`config.mk`:
```
export PLATFORM = sky130hd
export DESIGN_NAME = neuron_sequencer
export DESIGN_NICKNAME = d
export VERILOG_FILES = /design/src/rtl/nn_pkg.sv /design/src/rtl/neuron_sequencer.sv
export SDC_FILE = /design/constraint.sdc
export NUM_CORES = 1
export LEC_CHECK = 0
export CELL_PAD_IN_SITES_DETAIL_PLACEMENT = 0
export CELL_PAD_IN_SITES_GLOBAL_PLACEMENT = 2
export CORE_AREA = 3 3 163 165
export DETAILED_ROUTE_END_ITERATION = 16
export DIE_AREA = 0 0 166 168
export HOLD_SLACK_MARGIN = 0.02
export PLACE_DENSITY_LB_ADDON = 0.1
export SYNTH_ARGS = -nofsm -noshare
export SYNTH_HDL_FRONTEND = slang
export SYNTH_SLANG_ARGS = --single-unit
```
`constraint.sdc`:
```
create_clock -name clk -period 2.6 [get_ports clk]
set_clock_uncertainty 0.05 [all_clocks]
set_input_delay 0.26 -clock clk [delete_from_list [all_inputs] [get_ports clk]]
set_output_delay 0.26 -clock clk [all_outputs]
set_load 0.01 [all_outputs]
```
`src/rtl/nn_pkg.sv`:
```
// Shared definitions for the neuron datapath: word width, sequencer state
// encoding and Q1.31 constants.
package nn_pkg;

  localparam int DATA_W = 32;

  localparam logic [DATA_W-1:0] Q_ZERO     = 32'h0000_0000;
  localparam logic [DATA_W-1:0] Q_HALF     = 32'h4000_0000;
  localparam logic [DATA_W-1:0] Q_MAX      = 32'h7FFF_FFFF;
  localparam logic [DATA_W-1:0] Q_MIN      = 32'h8000_0000;

  typedef enum logic [2:0] {
    S_IDLE  = 3'd0,
    S_CLEAR = 3'd1,
    S_MAC   = 3'd2,
    S_BIAS  = 3'd3,
    S_OUT   = 3'd4
  } state_t;

endpackage

```
`src/rtl/neuron_sequencer.sv`:
```
// Sequences an external Q1.31 MAC through clear, N products, bias add and
// optional ReLU, fetching operands from two synchronous-read buffers.
module neuron_sequencer
  import nn_pkg::*;
#(
  parameter int ADDR_W  = 8,
  parameter int WADDR_W = 16
) (
  input  logic               clk,
  input  logic               rst_n,
  input  logic               start,
  input  logic [ADDR_W-1:0]  num_inputs,
  input  logic [WADDR_W-1:0] w_base,
  input  logic               relu_en,
  output logic               busy,
  output logic               in_rd_en,
  output logic [ADDR_W-1:0]  in_addr,
  input  logic [DATA_W-1:0]  in_rdata,
  output logic               w_rd_en,
  output logic [WADDR_W-1:0] w_addr,
  input  logic [DATA_W-1:0]  w_rdata,
  output logic               mac_zero,
  output logic               mac_isbias,
  output logic [DATA_W-1:0]  mac_input,
  output logic [DATA_W-1:0]  mac_weight,
  output logic [DATA_W-1:0]  mac_last,
  input  logic [DATA_W-1:0]  mac_out,
  output logic               result_valid,
  output logic [DATA_W-1:0]  result_data
);

  state_t              r_state, w_next;
  // One bit wider than num_inputs so k+1 never overflows for N = 2^ADDR_W-1.
  logic [ADDR_W:0]     r_k;
  logic [ADDR_W-1:0]   r_num;
  logic [WADDR_W-1:0]  r_wbase;
  logic                r_relu;

  logic [ADDR_W:0]     w_k_nxt;
  logic                w_k_last;
  logic                w_k_more;

  assign w_k_nxt  = r_k + (ADDR_W+1)'(1);
  assign w_k_last = (w_k_nxt == {1'b0, r_num});
  assign w_k_more = (w_k_nxt <  {1'b0, r_num});
  assign busy     = (r_state != S_IDLE);

  always_ff @(posedge clk or negedge rst_n) begin
    if (!rst_n) begin
      r_state      <= S_IDLE;
      r_k          <= '0;
      r_num        <= '0;
      r_wbase      <= '0;
      r_relu       <= 1'b0;
      result_valid <= 1'b0;
      result_data  <= '0;
    end else begin
      r_state      <= w_next;
      result_valid <= (r_state == S_OUT);
      if (r_state == S_IDLE && start) begin
        r_num   <= num_inputs;
        r_wbase <= w_base;
        r_relu  <= relu_en;
      end
      if (r_state == S_CLEAR) r_k <= '0;
      if (r_state == S_MAC)   r_k <= w_k_nxt;
      if (r_state == S_OUT)
        result_data <= (r_relu && mac_out[DATA_W-1]) ? Q_ZERO : mac_out;
    end
  end

  always_comb begin
    w_next = r_state;
    case (r_state)
      S_IDLE:  if (start) w_next = S_CLEAR;
      S_CLEAR: w_next = (r_num == '0) ? S_BIAS : S_MAC;
      S_MAC:   if (w_k_last) w_next = S_BIAS;
      S_BIAS:  w_next = S_OUT;
      S_OUT:   w_next = S_IDLE;
      default: w_next = S_IDLE;
    endcase
  end

  // The MAC updates every edge, so idle states feed it last=out, x*w=0.
  always_comb begin
    mac_zero   = 1'b0;
    mac_isbias = 1'b0;
    mac_input  = '0;
    mac_weight = '0;
    mac_last   = mac_out;
    in_rd_en   = 1'b0;
    in_addr    = '0;
    w_rd_en    = 1'b0;
    w_addr     = '0;
    case (r_state)
      S_CLEAR: begin
        mac_zero = 1'b1;
        w_rd_en  = 1'b1;
        w_addr   = r_wbase;
        if (r_num != '0) in_rd_en = 1'b1;
      end
      S_MAC: begin
        mac_input  = in_rdata;
        mac_weight = w_rdata;
        w_rd_en    = 1'b1;
        w_addr     = r_wbase + WADDR_W'(r_k) + WADDR_W'(1);
        if (w_k_more) begin
          in_rd_en = 1'b1;
          in_addr  = ADDR_W'(w_k_nxt);
        end
      end
      S_BIAS: begin
        mac_isbias = 1'b1;
        mac_weight = w_rdata;
      end
      default: ;
    endcase
  end

endmodule

```
==> run summary <==
outcome: finished, violations left
failing checks: negative setup slack
Mapped Nets: 683
die area: 0.0279 sq mm
Hold Fails Final Rpt: 0
Crit Path Category: register to primary output
Seq cells post-synth: 70
Max Fclk: 321 MHz
I/O pins: 282
Post-synth EDFFs: 0
first-pass GRT wire length: 29300 microns
critical path's slowest cell: dfrtp_1
vias in the first global route: 5257
Worst-path clk slew: 0.06 ns
setup repair after global routing missed its margin: yes
Synth async-reset ratio: 1.00
DRT Pass-1 Iters: 4
clock share of power: 0.146
CTS tree: done
CORE AREA: 0.0252 sq mm
final net count: 1005
Flop pwr share: 0.219
FP Rows: 58
# placed instances: 1164
R2R Path Start: r_k[0]
Avg WL per Cell: 15.5 microns
Synth Area in Adders: 0.0542
Die Ht: 168 microns
vias: 4845
Post-Synth XOR/XNOR Area: 0.0213
P_int: 5.37 mW
CP Capture Type: primary output
setup violators final: 16
DRT antenna net count: 0
M3 GR Usage: 0.0460
met2 capacity usage during global routing: 0.238
Die X: 166 microns
Final period util: 1.20
Filler cells: 2618
Peak VDD IR: 0.353 mV
Simple-Gate Fraction of Synth Area: 0.251
CTS max path bufs: 2
Max FO, Critical Path: 4
diode count: 0
GR peak layer: met2
post-synthesis cell area: 0.00452 sq mm
worst-path cell chain: buf_4 -> inv_2 -> ha_4 -> fa_2 -> nand2b_4 -> a21o_1 -> a311o_1 -> buf_6 -> a2111oi_4 -> a311o_1 -> buf_2
Switching Fraction: 0.396
DRC viols: 0
worst setup path start: r_k[0]
NetSw: 3.51 mW
worst slew pin tran: 0.522 ns
post-synthesis cell type count: 50
Root Driver: clkbuf_16
Worst path max stage delay: 0.40 ns
sequential cell area fraction in the yosys report: 0.387
Pwr Density: 1020 mW/mm^2
Avg Synthesized Cell Area: 8.38 sq um
leak pwr: 3.80 nW
PortBufs: 281
setup tns final: -5.45 ns
initial antenna violation count: 0
Clock Latency Late Sink: 0.34 ns
Total GRT Usage: 0.131
slew margin rel.: 0.652
max-cap viol count: 0
P&R area growth vs syn: 92.9%
htree depth: 3
CTS Buf Count: 9
Synth Area in Compound Gates: 0.147
Final min period: 3.11 ns
WHS: 0.389 ns
Critical Path RT: 2.29 ns
Syn. warnings: 0
Arrival @ worst endpoint: 2.80 ns
post-DP HPWL: 14400 microns
Final Max Slew Viols: 0
Most Frequent Cell on Critical Path: a311o_1
vias per inst: 4.05
share of synthesized area spent on multiplexers: 0.0395
largest net degree at the start of global routing: 39
power share of the combinational group: 0.636
DR iter-0 viols: 113
nature of the critical path startpoint: register
Post-Route WL: 18600 microns
clk sinks: 70
Setup WS pre-CTS: -0.599 ns
ys flop type: dfrtp_1
share of layout cells above drive strength 1: 0.224
Final WS setup: -0.512 ns
Initial Util: 0.180
GR Overflow Total: 0
Syn Inst Count: 540
routability congestion estimate from global placement: 0.767
non-filler cells, final: 1197
total power: 8.88 mW
Hold Path Class: primary input to async pin
grt met1 use: 0.148
largest family of logic cells by synthesized area: simple AND/OR/NAND/NOR gates
[per-layer routing]
| layer | vias to the layer above | routed length (microns) |
|---|---|---|
| met5 | - | 0 |
| li1 | 2421 | - |
| met2 | 172 | 9410 |
| met3 | 13 | 1360 |
| met4 | 0 | 163 |
| met1 | 2239 | 7630 |
[power groups by stage]
stage                     clock (mW)  combinational [mW]  sequential (mW)
after detailed placement           0                5.38             1.93
after global placement             0                5.37             1.92
after global routing            1.39                6.24             2.02
after floorplan                    0                2.27             2.00
after CTS                       1.35                5.58             1.94
final                           1.29                5.64             1.94
[synthesized netlist by cell type, drive strengths merged (5+ instances only)]
| master | number | area share |
|---|---|---|
| nand2 | 102 | 0.085 |
| a21oi | 18 | 0.020 |
| inv | 27 | 0.022 |
| mux2 | 15 | 0.037 |
| clkbuf | 21 | 0.017 |
| o22ai | 5 | 0.0069 |
| nor2 | 16 | 0.014 |
| xor2 | 5 | 0.0097 |
| a21o | 6 | 0.010 |
| xnor2 | 6 | 0.012 |
| buf | 38 | 0.060 |
| o211ai | 6 | 0.010 |
| and3 | 5 | 0.0069 |
| and2 | 69 | 0.096 |
| o21ai | 56 | 0.062 |
| dfrtp | 70 | 0.39 |
| ha | 18 | 0.050 |
| nand3 | 9 | 0.010 |
| nand2b | 7 | 0.0097 |
[critical path, delay by kind of cell, from the launching register on]
kind	cells	cell delay, ns
buffers and inverters	4	0.45
AOI/OAI and AO/OA	4	0.97
DFF	1	0.40
adders and majority gates	2	0.49
and+or+nand+nor	1	0.15
[stage by stage]
step	util	instance area (sq um)
floorplan	-	4520
global placement	0.317	7970
detailed placement	0.317	7970
CTS	0.338	8510
global route	0.347	8730
finish	0.347	8730
[cells by family after synthesis]
group,count (synthesis)
DFF,70
and+or+nand+nor,228
AOI/OAI and AO/OA,110
xor gates and xnor gates,11
buffers and inverters,86
adders and majority gates,19
muxes,16
[worst paths after layout]
kind / slack (ns) / to / depth (start not counted)
max in group asynchronous: 1.51 / result_data[29] / 3
worst min register to register: 0.43 / result_data[5] / 2
worst max-delay path: -0.51 / w_addr[12] / 11
min in group clk: 0.42 / r_wbase[0] / 3
worst min-delay path: 0.39 / r_wbase[2] / 2
worst max register to register: 0.28 / r_state[0] / 12
[registers in the layout, indices dropped and copies added, names as in the netlist]
signal        count
r_state           3
r_num             8
r_k               9
result_valid      1
result_data      32
r_relu            1
r_wbase          16
[final cells by class]
type                    instances  area, sq um  share of cell area
flip-flops and latches         70         1750               0.201
inverters                      27          104              0.0119
repair buffers                370         3470               0.398
clock inverters                 6         71.3             0.00817
multi-input cells             384         2690               0.308
well taps                     330          413              0.0473
clock buffers                  10          229              0.0262
[what timing repair did]
action,CTS,global route
pin swaps,26,22
buffers inserted,10,6
gates resized for setup,138,32
endpoints found under the hold margin,32,0
hold buffers,1,0
setup endpoints to repair,25,24
[layout by cell type, fill, tap and decap left out, types with 5 or more instances in the layout]
cell type / n
clkdlybuf4s50_1: 255
nand2_1: 99
buf_4: 79
dfrtp_1: 70
and2_1: 68
o21ai_0: 51
inv_1: 24
mux2_2: 15
buf_2: 15
buf_6: 14
a21oi_1: 13
nor2_1: 10
ha_1: 9
clkbuf_16: 9
ha_4: 8
o211ai_1: 6
nand2b_1: 5
xor2_1: 5
a21o_1: 5
o22ai_1: 5
nand3_1: 5
(Power assumes the default switching activity.)
